**config.mk**
```make
export PLATFORM = sky130hd
export DESIGN_NAME = sample_serializer
export DESIGN_NICKNAME = d
export VERILOG_FILES = /design/src/rtl/sample_serializer.sv
export SDC_FILE = /design/constraint.sdc
export NUM_CORES = 1
export LEC_CHECK = 0
export CORE_MARGIN = 3
export CORE_UTILIZATION = 35
export CTS_CLUSTER_SIZE = 14
export DETAILED_ROUTE_END_ITERATION = 8
export GPL_ROUTABILITY_DRIVEN = 1
export PLACE_DENSITY = 0.61
export RECOVER_POWER = 25
export SLEW_MARGIN = 20
export SYNTH_ARGS = -nofsm -noshare
export SYNTH_HDL_FRONTEND = slang
export SYNTH_SLANG_ARGS = --single-unit
```
**constraint.sdc**
```tcl
create_clock -name clk -period 2.2 [get_ports clk]
set_clock_uncertainty 0.1 [all_clocks]
set_input_delay 0.33 -clock clk [delete_from_list [all_inputs] [get_ports clk]]
set_output_delay 0.33 -clock clk [all_outputs]
set_load 0.02 [all_outputs]
```
**src/rtl/sample_serializer.sv**
```systemverilog
// Sample serializer: buffers 12-bit decimated samples in a small FIFO and
// shifts each one out MSB first with a divided bit clock and a frame sync.
module sample_serializer #(
  parameter int DIV   = 4,
  parameter int DEPTH = 4
) (
  input  logic                     clk,
  input  logic                     rst_n,
  input  logic [11:0]              data_in,
  input  logic                     new_data,
  input  logic                     enable,
  input  logic                     clr_ovf,
  output logic                     sclk,
  output logic                     sdata,
  output logic                     fs,
  output logic                     overflow,
  output logic [$clog2(DEPTH):0]   fifo_level
);

  localparam int AW   = $clog2(DEPTH);
  localparam int LW   = AW + 1;
  localparam int DCW  = $clog2(DIV);
  localparam int HALF = DIV / 2;

  typedef enum logic [1:0] {IDLE, LOAD, SHIFT} state_t;

  state_t           state;
  logic [11:0]      mem [DEPTH];
  logic [AW-1:0]    wr_ptr;
  logic [AW-1:0]    rd_ptr;
  logic [10:0]      shreg;
  logic [DCW-1:0]   div_cnt;
  logic [3:0]       bit_cnt;

  logic full;
  logic pop;
  logic push;
  logic drop;
  logic have_data;

  assign full      = (fifo_level == LW'(DEPTH));
  assign have_data = (fifo_level != '0);
  assign pop       = (state == LOAD);
  // A full FIFO still accepts a sample when the head is popped in the same cycle.
  assign push      = new_data && (!full || pop);
  assign drop      = new_data && full && !pop;

  // NOTE: sample storage has no reset; emptiness is defined by the pointers and level alone.
  always_ff @(posedge clk) begin
    if (push) mem[wr_ptr] <= data_in;
  end

  // NOTE: all sequential state uses non-blocking assignments so every register sees pre-edge values.
  always_ff @(posedge clk or negedge rst_n) begin
    if (!rst_n) begin
      wr_ptr     <= '0;
      rd_ptr     <= '0;
      fifo_level <= '0;
      overflow   <= 1'b0;
    end else begin
      if (push) wr_ptr <= wr_ptr + 1'b1;
      if (pop)  rd_ptr <= rd_ptr + 1'b1;
      case ({push, pop})
        2'b10:   fifo_level <= fifo_level + 1'b1;
        2'b01:   fifo_level <= fifo_level - 1'b1;
        default: fifo_level <= fifo_level;
      endcase
      // A new drop wins over a coincident clear.
      if (drop)         overflow <= 1'b1;
      else if (clr_ovf) overflow <= 1'b0;
    end
  end

  always_ff @(posedge clk or negedge rst_n) begin
    if (!rst_n) begin
      state   <= IDLE;
      shreg   <= '0;
      div_cnt <= '0;
      bit_cnt <= '0;
      sclk    <= 1'b0;
      sdata   <= 1'b0;
      fs      <= 1'b0;
    end else begin
      case (state)
        IDLE: begin
          sclk  <= 1'b0;
          sdata <= 1'b0;
          fs    <= 1'b0;
          if (enable && have_data) state <= LOAD;
        end
        LOAD: begin
          // Outputs are registered here so the MSB appears in the first SHIFT cycle.
          shreg   <= mem[rd_ptr][10:0];
          sdata   <= mem[rd_ptr][11];
          fs      <= 1'b1;
          sclk    <= 1'b0;
          div_cnt <= '0;
          bit_cnt <= 4'd11;
          state   <= SHIFT;
        end
        SHIFT: begin
          if (div_cnt == DCW'(DIV - 1)) begin
            div_cnt <= '0;
            sclk    <= 1'b0;
            fs      <= 1'b0;
            if (bit_cnt == 4'd0) begin
              sdata <= 1'b0;
              state <= (enable && have_data) ? LOAD : IDLE;
            end else begin
              bit_cnt <= bit_cnt - 1'b1;
              sdata   <= shreg[10];
              shreg   <= {shreg[9:0], 1'b0};
            end
          end else begin
            div_cnt <= div_cnt + 1'b1;
            sclk    <= (div_cnt >= DCW'(HALF - 1));
          end
        end
        default: state <= IDLE;
      endcase
    end
  end

endmodule

```
==> impl_results.md <==
* Outcome: complete, no violations
* Post-CTS setup buffer count at 0
* Clock latency on the worst-skew pair at between 0.3 and 0.4 ns
* Req. time, crit path at between 2 and 2.5 ns
* Routed WL per cell at about 15 microns
* Total congestion overflow at 0
* EDFF count, synth at 48
* Unrepaired setup endpoints after global routing: no
* Reg2Reg Setup Slack at 0.23 ns
* Fin cells at 401
* Critical path launch point type: register
* Routed Antenna Nets at 0
* Max Fclk at 509 MHz
* Multi-input logic area at roughly 1100 sq um
* Final WL at between 5000 and 6000 microns
* Vias per inst at 4.77
* Dpl ws at 0.0123 ns
* CTS Hold Bufs at 0
* Syn Area/Cell at between 10 and 15 sq um
* Nets@finish at 297
* Fin Setup TNS at 0 ns
* Yosys warning count at 0
* Crit path kind: reg -> reg
* Inserted Clock Buffers at 9
* Yosys top cell area share at 0.419
* Top post-synthesis cells by area: edfxtp_1, dfrtp_1, mux2i_1
* Row count at 35
* Most common cell after layout, fill and taps aside: edfxtp_1
* CTS clk-pin slew, worst paths at 0.09 ns
* Most used DFF post-synth: edfxtp_1
* Htree depth at 3
* Ys async rst share at 0.385
* Final setup fails at 0
* Gpl congestion at 0.696
* Initial antenna violation count at 0
* CORE AREA at 9370 sq um
* Overall global routing resource usage at 0.116
* TritonCTS clock tree: yes
* Register Area at 2190 sq um
* Fin. Hold Viols at 0
* Starting Density at 0.367
* Initial DRC Count at 81
* Cts repair resizes at 1
* Worst-Margin Slew at 0.783 ns
* CP max FO at 11
* CTS Sinks at 78
* Net Count, Synth at 261
* Cells after Synth at 231
* Lkg Pwr at 1.60 nW
* Root Buffer: clkbuf_8
* DPL Wire Length at 4240 microns
* Share of cells above drive strength 1 at 0.184
* Worst EP arrival at 2.16 ns
* # port buffers at 23
* IO Count at 24
* Maximum buffer depth of the clock tree at 2
* Cell taking the most area after synthesis: edfxtp_1
* Period utilization at 0.893
* Slew margin rel. at 0.478
* Number of remaining DRC errors at 0
* Die ar. at 11000 sq um
* Register area share after synthesis at 0.638
* DR pass1 iterations at 4
* Slew Viols, Final at 0
* Min-Delay Path Class: reg -> reg
* Final Critical Period at around 2.0 ns
* Die H at between 100 and 150 microns
* Worst setup EP type: register
* VDD IR max at 0.596 mV
* PwrDens at 1260 nW/um^2
* Fill cell count at 864
* Area Growth Syn to Fin at 19.8%
* Final worst slack at 0.235 ns
* Cells after DPL at 385
* Number of diodes at 0
* Largest net degree at the start of global routing at 31
* Commonest non-fill, non-tap cells in the layout: edfxtp_1, dfrtp_1, mux2i_1
* Vias in the first global route at 1929
* Library cells used by synthesis at 41
* First-pass GRT wire length at 9900 microns
* Mapped cell area at between 3000 and 4000 sq um
* #FFs+latches synth at 78
* DIE WIDTH at 105 microns
* Total number of vias at 1911
* Max-cap violations at 0
[area by class of cell]
type	instances	share of cell area
sequential	78	0.533
clock buffer	9	0.0301
tap	129	0.0392
inverter	12	0.0109
clock inverter	7	0.0213
timing repair buffer	34	0.0875
multi-input combinational	132	0.279
[where the power goes]
| part | switching (mW) | leakage (nW) | internal (mW) | total, mW |
|---|---|---|---|---|
| clock network | 0.579 | 0.109 | 0.554 | 1.13 |
| logic | 0.922 | 0.687 | 0.910 | 1.83 |
| registers | 0.218 | 0.802 | 1.99 | 2.20 |
| total | 1.72 | 1.60 | 3.45 | 5.17 |
[worst max-delay path, stage by stage (launching register included)]
cell and delay [ns]:
dfrtp_2 0.42, inv_1 0.09, ha_1 0.27, buf_4 0.20
or2_2 0.40, o221ai_1 0.24, mux2_2 0.18
[per-layer routing]
metal / global-route usage / wire length (microns)
met4: 0.0450 / 93
met1: 0.162 / 2920
met5: 0 / 0
met2: 0.169 / 2750
met3: 0.0371 / 180
[cells in the mapped netlist (2+ instances only)]
library cell and number:
xnor2_1 3, buf_2 4, nand2b_1 4, o31ai_1 2, inv_1 12, mux2i_1 23
buf_6 4, nand3_1 2, dfrtp_1 30, nand2_1 19, nand4_1 2, o221ai_1 10
ha_1 12, and2_1 6, o21ai_0 7, mux2_2 14, edfxtp_1 48, nor2_1 3
xor2_1 2, nor2b_1 3
[worst paths after layout]
| path | from | end | depth (start not counted) |
|---|---|---|---|
| max | state[0] | shreg[2] | 6 |
| min | sclk | sclk | 2 |
| max reg2reg | state[0] | shreg[2] | 6 |
| min reg2reg | sclk | sclk | 2 |
| max in group asynchronous | rst_n | state[0] | 2 |
| min in group asynchronous | rst_n | sclk | 2 |
[registers in the layout, indices dropped and copies added, names as in the netlist]
register	cells
mem	48
shreg	11
bit_cnt	4
fifo_level	3
div_cnt	2
rd_ptr	2
state	2
wr_ptr	2
fs	1
overflow	1
sclk	1
sdata	1
[kinds of logic (layout without fill, tap and decap cells)]
kind of cell	count (synthesis)	count (layout)	share of synthesized area
adders and majority gates	13	13	0.0495
xor gates and xnor gates	5	5	0.0127
muxes	40	40	0.127
AOI/OAI and AO/OA	26	26	0.0564
and+or+nand+nor	48	48	0.0823
DFF	78	78	0.638
buffers and inverters	21	62	0.0342
[stage by stage]
step           power [mW]  hold WS [ns]   util  instance area (sq um)
2_1_floorplan        3.53       -0.0656      -                   3440
3_3_place_gp         4.04         0.372  0.415                   3890
3_5_place_dp         4.07         0.375  0.415                   3890
4_1_cts              5.22         0.278  0.438                   4100
5_1_grt              5.53         0.427  0.440                   4120
6_report             5.17         0.389  0.440                   4120
No activity file was read; power rests on OpenSTA's default activity.
